===== src/rtl/sine_phase_sequencer.sv =====
// Sine LUT read sequencer: phase accumulator drives the LUT address, samples land in a 1-deep valid/ready register.
// Optional SINE_SEQ_PHASE_OFFSET_EN adds offset_i as the latched start phase.
module sine_phase_sequencer #(
    parameter  int depth_p = 100,
    parameter  int width_p = 12,
    parameter  int frac_p  = 8,
    localparam int aw      = $clog2(depth_p),
    localparam int pw      = aw + frac_p
) (
    input  logic                      clk_i,
    input  logic                      reset_i,
    input  logic                      start_i,
    input  logic                      stop_i,
    input  logic [pw-1:0]             step_i,
`ifdef SINE_SEQ_PHASE_OFFSET_EN
    input  logic [pw-1:0]             offset_i,
`endif
    output logic [aw-1:0]             rd_addr_o,
    input  logic signed [width_p-1:0] rd_data_i,
    output logic signed [width_p-1:0] data_o,
    output logic                      valid_o,
    input  logic                      ready_i,
    output logic                      wrap_o,
    output logic                      busy_o
);

    localparam logic [pw:0]   phase_span = (pw+1)'(depth_p) << frac_p;
    localparam logic [pw-1:0] phase_max  = pw'(phase_span - 1'b1);

    typedef enum logic [1:0] {
        IDLE,
        RUN,
        STOPPING
    } state_t;

    state_t                    state_q, state_d;
    logic [pw-1:0]             phase_q, step_q;
    logic signed [width_p-1:0] data_q;
    logic                      valid_q, wrap_q;

    logic                      load, start_fire;
    logic [pw:0]               sum;
    logic                      sum_wraps;
    logic [pw-1:0]             phase_next, start_phase;

    // Integer part at or beyond the table depth clamps just below one full turn.
    function automatic logic [pw-1:0] sat(input logic [pw-1:0] v);
        if ({1'b0, v[pw-1:frac_p]} >= (aw+1)'(depth_p))
            return phase_max;
        return v;
    endfunction

`ifdef SINE_SEQ_PHASE_OFFSET_EN
    assign start_phase = sat(offset_i);
`else
    assign start_phase = '0;
`endif

    // Step and phase are both below phase_span, so one subtraction always suffices.
    assign sum        = {1'b0, phase_q} + {1'b0, step_q};
    assign sum_wraps  = sum >= phase_span;
    assign phase_next = sum_wraps ? pw'(sum - phase_span) : sum[pw-1:0];

    always_comb begin
        state_d    = state_q;
        load       = 1'b0;
        start_fire = 1'b0;
        unique case (state_q)
            IDLE: begin
                if (start_i) begin
                    start_fire = 1'b1;
                    state_d    = RUN;
                end
            end
            RUN: begin
                load = !valid_q || ready_i;
                if (stop_i)
                    state_d = STOPPING;
            end
            STOPPING: begin
                if (!valid_q || ready_i)
                    state_d = IDLE;
            end
            default: state_d = IDLE;
        endcase
    end

    always_ff @(posedge clk_i) begin
        if (reset_i) begin
            state_q <= IDLE;
            phase_q <= '0;
            step_q  <= '0;
            data_q  <= '0;
            valid_q <= 1'b0;
            wrap_q  <= 1'b0;
        end else begin
            state_q <= state_d;
            wrap_q  <= load && sum_wraps;
            if (start_fire) begin
                phase_q <= start_phase;
                step_q  <= sat(step_i);
            end
            if (load) begin
                data_q  <= rd_data_i;
                valid_q <= 1'b1;
                phase_q <= phase_next;
            end else if (ready_i) begin
                valid_q <= 1'b0;
            end
        end
    end

    assign rd_addr_o = phase_q[pw-1:frac_p];
    assign data_o    = data_q;
    assign valid_o   = valid_q;
    assign wrap_o    = wrap_q;
    assign busy_o    = (state_q != IDLE) || valid_q;

endmodule


===== config.mk =====
export PLATFORM = sky130hd
export DESIGN_NAME = sine_phase_sequencer
export DESIGN_NICKNAME = d
export VERILOG_FILES = /design/src/rtl/sine_phase_sequencer.sv
export SDC_FILE = /design/constraint.sdc
export NUM_CORES = 1
export LEC_CHECK = 0
export ABC_AREA = 1
export BUFFER_PORTS_ARGS = -buffer_cell sky130_fd_sc_hd__buf_2
export CAP_MARGIN = 20
export CORE_ASPECT_RATIO = 1.75
export CORE_MARGIN = 2
export CORE_UTILIZATION = 43
export DETAILED_ROUTE_END_ITERATION = 10
export PLACE_DENSITY = 0.65
export SYNTH_ARGS = -nofsm -noshare
export SYNTH_HDL_FRONTEND = slang
export SYNTH_SLANG_ARGS = --single-unit

===== constraint.sdc =====
create_clock -name clk_i -period 2.79 [get_ports clk_i]
set_input_delay 0.279 -clock clk_i [delete_from_list [all_inputs] [get_ports clk_i]]
set_output_delay 0.279 -clock clk_i [all_outputs]
set_load 0.03 [all_outputs]

# --- After elaboration in Yosys (flattened, before gate mapping) ---
# Cells that the tools add are included.
word_totals:
  reg_bits: 46
  input_bits: 32
  output_inout_bits: 22
  word_cells: 41
classes:
  addsub: 2
  order_cmp: 2
  eq_ne: 5
  n_mux: 17
  n_reduce_logical: 9
ops:
  columns: ["op", "n"]
  rows:
  - ["15-bit two-way mux", 5]
  - ["15-bit by 15-bit adder with 16-bit output", 1]
  - ["16-bit by 15-bit greater-or-equal comparator with 1-bit output, second input constant", 1]
  - ["15-bit subtractor, second input constant", 1]
  - ["1-bit two-way mux", 8]
  - ["7-bit greater-or-equal comparator, second input constant", 1]
  - ["2-bit two-way mux", 3]
  - ["2-bit inequality test, second input constant", 3]
  - ["2-bit one-hot mux with 3 select lines", 1]
  - ["2-bit nonzero test", 3]
  - ["3-bit AND reduction", 1]
  - ["2-bit by 1-bit equality test with 1-bit output, second input constant", 1]
  - ["2-bit equality test, second input constant", 1]
  - ["2-bit logical NOT", 1]
  - ["1-bit logical OR", 2]
  - ["1-bit logical AND", 1]
  - ["1-bit logical NOT", 1]

# --- Logic depth before layout (Yosys ltp) ---
# Gate-level depths: netlist of run 1.
logic_depth:
  word_depth: 5
  mapped_depth: 16
  ltp_nobuf: 16

# --- Worst setup path before layout of run 1 ---
# No wires, ideal clock.
synth_timing:
  kind: "reg-to-reg"
  start: "reg phase_q[0]"
  end: "reg phase_q[11]"
  setup_ps: 112
  arrival_ps: 1861
  required_time_ps: 2678
  path_slack_ps: 817
  stages_incl_launch_ff: 15
  path_buffers: 0
  synth_period_minus_slack_ps: 1973
  cell_sequence: "dfxtp_1 ha_1 fa_1 nand3_1 nand3_1 nand3_1 nand4_1 nand2_2 nand3_4 nand2_4 nand2_4 nand2_2 nand2_1 nand2_1 nand2_1"
synth_via:
  elab_chain_cells: 4
  word_cells_on_any_way: 5
  classes_between: "2 x add/sub; 1 x order compare; 2 x mux"
synth_lines:
  columns: ["element", "line", "text"]
  rows:
  - ["from (decl)", "37", "logic [pw-1:0] phase_q, step_q;"]
  - ["from (signal assigned)", "100", "phase_q <= start_phase;"]
  - ["from (signal assigned)", "106", "phase_q <= phase_next;"]
  - ["15-bit by 15-bit adder with 16-bit output (*)", "60", "assign sum = {1'b0, phase_q} + {1'b0, step_q};"]
  - ["15-bit subtractor or 16-bit by 15-bit greater-or-equal comparator with 1-bit output (tied branches)", "62, 61", null]
  - ["15-bit two-way mux (*)", "62", "assign phase_next = sum_wraps ? pw'(sum - phase_span) : sum[pw-1:0];"]
  - ["15-bit two-way mux (*)", "103", "if (load) begin"]
# Mark *: on every way between the ends. The rest lies on a longest branch, timed or not.
# A chain may end at the register's enable or synchronous reset.

# --- Worst setup path in the final report of run 1 ---
# Same ends and word-level chain as after synthesis.

==> summary.log, run 1 <==
INFO  status         status=completed
INFO  sta            min_period_over_period=0.7861
INFO  route          drt_wl_total=6413um
INFO  setup_path     crit_path_start_kind=register
INFO  power_and_ir_drop design_power_total=1.487mW
INFO  route          routed-via-count=2575
INFO  clocking       clock_tree.root_cell=sky130_fd_sc_hd__clkbuf_8
INFO  sta            worstMarginPinSlew=651.7ps
INFO  floorplan      std_cell_rows=38
INFO  cells_and_area area_growth_syn_to_layout=15.32%
INFO  global_route   grt_start_max_net_pins=27
INFO  synth          syn-mean-instance-area=6.901um2
INFO  cells_and_area most-common-layout-cells=100 x sky130_fd_sc_hd__nand2_1, 53 x sky130_fd_sc_hd__buf_2, 52 x sky130_fd_sc_hd__nor2_1
INFO  sta            fin_crit=2193ps
INFO  global_route   number_of_antenna_violations_at_the_first_check_in_global_routing=0
INFO  synth          synth_sequential_area_ratio=0.3387
INFO  global_route   grt_util_all_layers=0.2018
INFO  sta            slew_headroom=0.5651
INFO  route          drt-wirelength-per-cell=12.19um
INFO  global_route   grt.overflow.total=0
INFO  clocking       cts.hold.buffers_added=0
INFO  synth          synth-seq-cells=46
INFO  placed_design  place.port_buffers=53
INFO  floorplan      die_y=109.2um
INFO  sta            setup_repair_after_global_routing_missed_its_margin=no
INFO  clocking       ctsLongestPathBuffers=2
INFO  floorplan      num_io_pins=54
INFO  placed_design  postPlaceCellArea=3052um2
INFO  setup_path     crit_required=3000ps
INFO  route          first_iter_violations=78
INFO  clocking       cts_resized=0
INFO  setup_path     ff2ff_setup_slack=600ps
INFO  global_route   number_of_global_route_vias_before_repair=2596
INFO  synth          yosysWarnings=0
INFO  power_and_ir_drop max-vdd-ir-drop=0.0004170V
INFO  min_path       hold_path.class=in2reg
INFO  setup_path     timing.rr.start=phase_q[0]
INFO  power_and_ir_drop total_leakage_power=1.677nW
INFO  cells_and_area fin_nets=494
INFO  power_and_ir_drop switchingPower=484.3uW
INFO  setup_path     timing.critical_path.slowest_stage_cell=sky130_fd_sc_hd__fa_1
INFO  cells_and_area layout.cells.most_common=sky130_fd_sc_hd__nand2_1
INFO  setup_path     startpoint=phase_q[0]
INFO  synth          synth_cell_type_count=33
INFO  cells_and_area summed_area_of_non_filler_cells_in_the_final_layout=3136um2
INFO  cells_and_area num-fill-cells=655
INFO  cells_and_area n_antenna_cell=0
INFO  placed_design  dp_hpwl=5191um
INFO  sta            final_critical_path_setup_slack=596.8ps
INFO  synth          syn-num-nets=442
INFO  clocking       clk_transition_reported_paths=90ps
INFO  setup_path     crit_end_category=register
INFO  floorplan      initial_core_util=0.4399
INFO  setup_path     cp_max_fo=5
INFO  sta            maxClockFrequency=455.9MHz
INFO  synth          synth_flop_cell=sky130_fd_sc_hd__dfxtp_1
INFO  synth          syn-instance-count=394
INFO  cells_and_area drive_gt1_frac=0.2242
INFO  floorplan      floorplan.die.width=64.11um
INFO  clocking       tritoncts.num_buffers=5
INFO  sta            timing.final.hold_violations=0
INFO  placed_design  globalplace.congestion=0.8286
INFO  power_and_ir_drop cell_internal_pwr=1.003mW
INFO  min_path       min_from=rd_data_i[3]
INFO  power_and_ir_drop share_clk_of_total_power=0.270
INFO  route          detail_route.vias_per_cell=4.895
INFO  route          drcViolationCount=0
INFO  sta            setup_tns=0ps
INFO  flow_run       cap_violations=0
INFO  power_and_ir_drop power_density=474.2nW/um2
INFO  synth          mappedNetlistArea=2719um2
INFO  floorplan      core_region_area=6181um2
INFO  cells_and_area final-seq-area=920.9um2
INFO  clocking       post_cts.repair.setup_buffers=0
INFO  power_and_ir_drop switching_share_of_power=0.3257
INFO  global_route   grt_pass1_wl=11120um
INFO  sta            setup_viol=0
INFO  placed_design  dpl.cell_count=519
INFO  cells_and_area multi_input_area=1548um2
INFO  setup_path     cp.arrival=2400ps
INFO  floorplan      die_area=7000um2
INFO  clocking       cts_tree=done
INFO  route          number_of_nets_still_failing_antenna_checks_after_routing=0
INFO  route          first_pass_iters=4
INFO  setup_path     critPathMaxStageDelay=450ps
INFO  cells_and_area final_cells=526
INFO  clocking       clock_latency=300ps
INFO  setup_path     crit_chain=ha_1 -> fa_1 -> nand3_1 -> nand3_1 -> nand3_1 -> nand4_1 -> nand2_2 -> nand3_4 -> nand2_4 -> nand2_4 -> nand2_2 -> nand2_1 -> nand2_1 -> nand2_1
INFO  placed_design  placement.setup.worst_slack=601.9ps
INFO  synth          synth-async-reset-ratio=0
INFO  sta            worst_clock_skew=4.331ps
INFO  sta            slew_violations=0
INFO  synth          edff_count_synth=0
INFO  clocking       clock-sinks=46
INFO  clocking       h-tree-depth=2
INFO  power_and_ir_drop share_seq_of_total_power=0.490
INFO  setup_path     worstSetupPathType=reg2reg
INFO  power_and_ir_drop power_frac_comb=0.240
[critical path: cells and delay by family, from the launching register on]
family / cells / cell delay (ps)
flip-flops: 1 / 320
adder cells (fa/ha/maj): 2 / 680
AND/OR/NAND/NOR: 12 / 1090
[Yosys cell counts, types with 3 or more instances]
cell type | count | area share
sky130_fd_sc_hd__buf_4 | 7 | 0.019
sky130_fd_sc_hd__a32o_1 | 4 | 0.015
sky130_fd_sc_hd__nand4_1 | 3 | 0.0069
sky130_fd_sc_hd__nand2_2 | 10 | 0.023
sky130_fd_sc_hd__o21ai_0 | 30 | 0.055
sky130_fd_sc_hd__inv_1 | 39 | 0.054
sky130_fd_sc_hd__or2_2 | 4 | 0.0092
sky130_fd_sc_hd__nand3b_1 | 3 | 0.0083
sky130_fd_sc_hd__ha_1 | 15 | 0.069
sky130_fd_sc_hd__a21oi_1 | 23 | 0.042
sky130_fd_sc_hd__nand3_1 | 20 | 0.037
sky130_fd_sc_hd__xnor2_1 | 3 | 0.0097
sky130_fd_sc_hd__nand3_2 | 4 | 0.015
sky130_fd_sc_hd__inv_2 | 5 | 0.0069
sky130_fd_sc_hd__dfxtp_1 | 46 | 0.34
sky130_fd_sc_hd__nor2_1 | 52 | 0.072
sky130_fd_sc_hd__nand2_1 | 100 | 0.14
sky130_fd_sc_hd__clkbuf_1 | 6 | 0.0083
[area by class of cell]
cell class | instances | share of cell area
inverters | 44 | 0.05267
well taps | 80 | 0.03192
repair buffers | 60 | 0.1014
clock buffers | 5 | 0.02195
clock inverters | 2 | 0.004789
flip-flops and latches | 46 | 0.2937
multi-input cells | 289 | 0.4936
[final timing paths]
path	endpoint	depth (start not counted)
worst min-delay path	data_o[3]	3
worst max-delay path	phase_q[11]	14
worst min register to register	phase_q[5]	2
worst max register to register	phase_q[11]	14
[power groups by stage]
stage	clock network, mW	logic [mW]	registers (mW)
after floorplan	0	0.230	0.771
after global placement	0	0.355	0.744
after detailed placement	0	0.360	0.745
after CTS	0.416	0.361	0.730
after global routing	0.433	0.402	0.735
final	0.401	0.357	0.729
[metal layers]
layer,GRT usage,share of wire,vias to the layer above
met5,0,0,-
met1,0.1861,0.37,1143
met4,0.09119,0.029,0
li1,-,-,1362
met3,0.03922,0.036,14
met2,0.4107,0.56,56
[through the flow]
stage	utilization	hold WS, ps
floorplan	-	348.1
global placement	0.4937	445.4
detailed placement	0.4937	462.1
CTS	0.5073	217.8
global route	0.5073	227.6
finish	0.5073	219.8
[state kept, by name (all words and copies together) (netlist names)]
| signal | flops |
|---|---|
| phase_q | 15 |
| step_q | 15 |
| data_o | 12 |
| state_q | 2 |
| valid_o | 1 |
| wrap_o | 1 |
[kinds of logic after synthesis]
| logic type | after synthesis | synth area share |
|---|---|---|
| simple gates | 205 | 0.3419 |
| compound gates | 64 | 0.1381 |
| buf+inv | 59 | 0.09204 |
| xor+xnor | 4 | 0.01289 |
| flops | 46 | 0.3387 |
| fa+ha+maj | 16 | 0.07639 |
Note: power is estimated with default switching activity, not from simulation.
==> run 2, diff against run 1 <==
ABC_AREA = 0   (was 1)
clock period = 2.05 ns   (was 2.79 ns; I/O delays follow)
==> run 2 against run 1 <==
  * The flow now finishes with violations (negative setup slack)
  * Combinational power up 61%
  * Clock skew up 5.6 ps
  * Die area decreased by 7.3%
  * Fmax is 15% lower
  * Sequential share of layout area fell by 2.6 points
  * Worst hold slack got worse by 100 ps
  * Core utilization increased by 11 points
  * Critical endpoint is now phase_q[10]
  * Highest routed layer unchanged
==> summary.log, run 2 <==
INFO  synth          syn-num-nets=354 [was 442]
INFO  power_and_ir_drop share_clk_of_total_power=0.307 [was 0.270]
INFO  synth          synth_top_cell_area_share=0.3669 [was 0.3387]
INFO  synth          post-synth-top-count-cell=sky130_fd_sc_hd__nand2_1 [unchanged]
INFO  synth          synth-seq-cells=46 [unchanged]
INFO  sta            maxClockFrequency=389.2MHz [was 455.9 MHz]
INFO  clocking       clock_latency=300ps [about the same]
INFO  global_route   grt_start_max_net_pins=34 [was 27]
INFO  route          drcViolationCount=0 [unchanged]
INFO  power_and_ir_drop max-vdd-ir-drop=0.0004497V [was 0.0004170 V]
INFO  route          detail_route.vias_per_cell=5.228 [was 4.895]
INFO  sta            final_critical_path_setup_slack=-519.5ps [was 596.8 ps]
INFO  sta            slew_headroom=0.4914 [was 0.5651]
INFO  synth          syn-instance-count=306 [was 394]
INFO  setup_path     critPathMostFrequentCell=sky130_fd_sc_hd__a211o_1
INFO  cells_and_area area_growth_syn_to_layout=38.24% [was 15.32%]
INFO  floorplan      initial_core_util=0.4494 [was 0.4399]
INFO  clocking       clk_transition_reported_paths=90ps [about the same]
INFO  setup_path     critPathMaxStageDelay=350ps [was 450 ps]
INFO  route          wirelength_met1=2484um [was 2385 um]
INFO  setup_path     critPathTopFamily=compound AO/OA/AOI/OAI gates [was simple AND/OR/NAND/NOR gates]
INFO  power_and_ir_drop cell_internal_pwr=1.570mW [was 1.003 mW]
INFO  synth          synth_cell_type_count=47 [was 33]
INFO  cells_and_area layout.cells.most_common=sky130_fd_sc_hd__buf_2 [was sky130_fd_sc_hd__nand2_1]
INFO  floorplan      num_io_pins=54 [unchanged]
INFO  synth          synth-async-reset-ratio=0 [unchanged]
INFO  floorplan      std_cell_rows=36 [was 38]
INFO  placed_design  dp_hpwl=5189um [was 5191 um]
INFO  floorplan      floorplan.die.width=61.76um [was 64.11 um]
INFO  route          number_of_nets_still_failing_antenna_checks_after_routing=0 [unchanged]
INFO  sta            setup_viol=7 [was 0]
INFO  setup_path     timing.rr.start=phase_q[1] [was phase_q[0]]
INFO  global_route   number_of_antenna_violations_at_the_first_check_in_global_routing=0 [unchanged]
INFO  setup_path     ff2ff_setup_slack=-520ps [was 600 ps]
INFO  route          routed-via-count=2525 [was 2575]
INFO  synth          edff_count_synth=0 [unchanged]
INFO  global_route   number_of_global_route_vias_before_repair=2549 [was 2596]
INFO  sta            min_period_over_period=1.253 [was 0.7861]
INFO  clocking       clock_tree.root_cell=sky130_fd_sc_hd__clkbuf_8 [unchanged]
INFO  clocking       tritoncts.num_buffers=5 [unchanged]
INFO  setup_path     startpoint=phase_q[1] [was phase_q[0]]
INFO  sta            slew_violations=0 [unchanged]
INFO  power_and_ir_drop power_frac_comb=0.255 [was 0.240]
INFO  setup_path     crit_path_start_kind=register [unchanged]
INFO  clocking       clock-sinks=46 [unchanged]
INFO  sta            worstMarginPinSlew=757.8ps [was 651.7 ps]
INFO  sta            fin_crit=2569ps [was 2193 ps]
INFO  synth          yosysWarnings=0 [unchanged]
INFO  setup_path     cp_max_fo=2 [was 5]
INFO  route          top_routing_layer_used=met4 [unchanged]
INFO  synth          cell_types_occupying_the_most_area_after_synthesis=sky130_fd_sc_hd__dfxtp_1 37%, sky130_fd_sc_hd__ha_1 7.5%, sky130_fd_sc_hd__nand2_1 7.3% [was sky130_fd_sc_hd__dfxtp_1 34%, sky130_fd_sc_hd__nand2_1 14%, sky130_fd_sc_hd__nor2_1 7.2%]
INFO  synth          synth_sequential_area_ratio=0.3669 [was 0.3387]
INFO  placed_design  globalplace.congestion=0.9279 [was 0.8286]
INFO  cells_and_area fin_nets=454 [was 494]
INFO  synth          synth_flop_cell=sky130_fd_sc_hd__dfxtp_1 [unchanged]
INFO  setup_path     r2r-end=phase_q[10] [was phase_q[11]]
INFO  min_path       hold_path.class=in2reg [unchanged]
INFO  setup_path     cp.arrival=2770ps [was 2400 ps]
INFO  status         failed_checks=negative setup slack
INFO  setup_path     depth_of_the_worst_register_to_register_path=9 [was 14]
INFO  global_route   grt_util_all_layers=0.2235 [was 0.2018]
INFO  flow_run       cap_violations=0 [unchanged]
INFO  power_and_ir_drop total_leakage_power=1.602nW [was 1.677 nW]
INFO  setup_path     critical_path.n_buffers_inverters=1 [was 0]
INFO  route          first_iter_violations=78 [unchanged]
INFO  route          first_pass_iters=4 [unchanged]
INFO  status         status=finished, violations left [was completed]
INFO  floorplan      die_y=105.1um [was 109.2 um]
INFO  floorplan      core_region_area=5585um2 [was 6181 um2]
INFO  power_and_ir_drop power_density=649.6nW/um2 [was 474.2 nW/um2]
INFO  cells_and_area drive_gt1_frac=0.3514 [was 0.2242]
INFO  clocking       ctsLongestPathBuffers=2 [unchanged]
INFO  floorplan      die_area=6489um2 [was 7000 um2]
INFO  synth          synth_largest_area_cell=sky130_fd_sc_hd__dfxtp_1 [unchanged]
INFO  cells_and_area most-common-layout-cells=53 x sky130_fd_sc_hd__buf_2, 50 x sky130_fd_sc_hd__buf_4, 49 x sky130_fd_sc_hd__nand2_1 [was 100 x sky130_fd_sc_hd__nand2_1, 53 x sky130_fd_sc_hd__buf_2, 52 x sky130_fd_sc_hd__nor2_1]
INFO  setup_path     crit_end_category=register [unchanged]
INFO  setup_path     timing.critical_path.slowest_stage_cell=sky130_fd_sc_hd__dfxtp_2 [was sky130_fd_sc_hd__fa_1]
INFO  synth          syn-mean-instance-area=8.202um2 [was 6.901 um2]
INFO  setup_path     crit_chain=ha_4 -> a211o_1 -> a211o_1 -> buf_6 -> a211oi_4 -> xor2_1 -> nand3_1 -> a211o_1 -> a32o_1 [was ha_1 -> fa_1 -> nand3_1 -> nand3_1 -> nand3_1 -> nand4_1 -> nand2_2 -> nand3_4 -> nand2_4 -> nand2_4 -> nand2_2 -> nand2_1 -> nand2_1 -> nand2_1]
INFO  clocking       cts_tree=done [unchanged]
INFO  route          wl_met3=267um [was 234 um]
INFO  route          met2RoutedLength=3805um [was 3609 um]
INFO  sta            setup_tns=-2903ps [was 0 ps]
INFO  sta            worst_clock_skew=9.955ps [was 4.331 ps]
INFO  min_path       timing.hold.worst_endpoint=state_q[0] [was data_o[3]]
INFO  clocking       h-tree-depth=2 [unchanged]
INFO  sta            whs=117.9ps [was 219.8 ps]
INFO  global_route   grt_pass1_wl=11140um [was 11120 um]
INFO  sta            timing.final.hold_violations=0 [unchanged]
INFO  global_route   grt.overflow.total=0 [unchanged]
INFO  cells_and_area n_antenna_cell=0 [unchanged]
INFO  min_path       min_from=stop_i [was rd_data_i[3]]
INFO  placed_design  place.port_buffers=53 [unchanged]
INFO  route          drt_wl_total=6804um [was 6413 um]
INFO  min_path       hold_path_depth=2 [was 3]
INFO  power_and_ir_drop share_seq_of_total_power=0.439 [was 0.490]
INFO  synth          mappedNetlistArea=2510um2 [was 2719 um2]
INFO  setup_path     worstSetupPathType=reg2reg [unchanged]
INFO  route          drt-wirelength-per-cell=14.09um [was 12.19 um]
INFO  power_and_ir_drop switchingPower=683.6uW [was 484.3 uW]
INFO  synth          netlist_top_cells_count=49 x sky130_fd_sc_hd__nand2_1, 46 x sky130_fd_sc_hd__dfxtp_1, 32 x sky130_fd_sc_hd__a21oi_1, 32 x sky130_fd_sc_hd__nor2_1, 18 x sky130_fd_sc_hd__nor3_1 [was 100 x sky130_fd_sc_hd__nand2_1, 52 x sky130_fd_sc_hd__nor2_1, 46 x sky130_fd_sc_hd__dfxtp_1]
INFO  power_and_ir_drop switching_share_of_power=0.3033 [was 0.3257]
INFO  setup_path     crit_required=2250ps [was 3000 ps]
INFO  sta            setup_repair_after_global_routing_missed_its_margin=yes [was no]
-- run 2: per-layer routing --
metal  track usage  vias to the layer above
met5             0                        -
met4       0.08359                        0
met3       0.03342                       20
met2        0.4105                       68
met1        0.2390                     1154
li1              -                     1283
-- run 2: kinds of logic after synthesis --
group,after synthesis,share of synthesized area
buffers and inverters,20,0.04087
AOI/OAI and AO/OA,89,0.2517
DFF,46,0.3669
xor gates and xnor gates,12,0.04187
and+or+nand+nor,122,0.2119
muxes,1,0.003988
adders and majority gates,16,0.08275
-- run 2: power by group through the flow --
stage | Sequential (mW) | Clock, mW | Combinational (mW)
finish | 0.988 | 0.691 | 0.574
global route | 0.995 | 0.739 | 0.631
CTS | 0.987 | 0.699 | 0.569
detailed placement | 1.01 | 0 | 0.535
global placement | 1.01 | 0 | 0.529
floorplan | 1.03 | 0 | 0.298
-- run 2: cell type report --
class / count / area (um2)
Tap cell: 76 / 95.09
Sequential cell: 46 / 928.4
Fill cell: 533 / 2116
Multi-Input combinational cell: 240 / 1605
Inverter: 3 / 11.26
Timing Repair Buffer: 110 / 719.4
Clock inverter: 2 / 37.54
Clock buffer: 6 / 72.57
-- run 2: metrics by stage --
| step | cells | setup slack, ps | power, mW | area (um2) | util |
|---|---|---|---|---|---|
| 2_1_floorplan | 306 | -484.9 | 1.330 | 2537 | - |
| 3_3_place_gp | 468 | -572.6 | 1.535 | 3182 | 0.5697 |
| 3_5_place_dp | 468 | -614.4 | 1.543 | 3182 | 0.5697 |
| 4_1_cts | 481 | -526.3 | 2.255 | 3415 | 0.6113 |
| 5_1_grt | 483 | -647.0 | 2.365 | 3470 | 0.6212 |
| 6_report | 483 | -519.5 | 2.254 | 3470 | 0.6212 |
-- run 2: worst max path at each step --
| stage | cells past startpoint | end | slack [ps] |
|---|---|---|---|
| after global routing | 10 | phase_q[13] | -650 |
| after floorplan | 9 | phase_q[10] | -480 |
| after detailed placement | 9 | phase_q[13] | -610 |
| after CTS | 10 | phase_q[10] | -530 |
| final | 9 | phase_q[10] | -520 |
| after global placement | 9 | phase_q[14] | -570 |
-- run 2: worst reg2reg max path, delay by kind of cell, from the launching register on --
kind                     cells  cell delay, ps
AO/OA/AOI/OAI                5            1380
XOR/XNOR                     1             240
flip-flops                   1             350
adder cells (fa/ha/maj)      1             240
AND/OR/NAND/NOR              1             130
buffers and inverters        1             130
-- run 2: repair_timing --
| action | CTS | global route |
|---|---|---|
| cloned | 0 | 0 |
| endpoints found under the hold margin | 0 | 0 |
| resized for setup | 20 | 8 |
| pin swaps | 17 | 4 |
| buffers inserted | 5 | 2 |
| hold buffers | 0 | 0 |
| setup endpoints to repair | 8 | 8 |
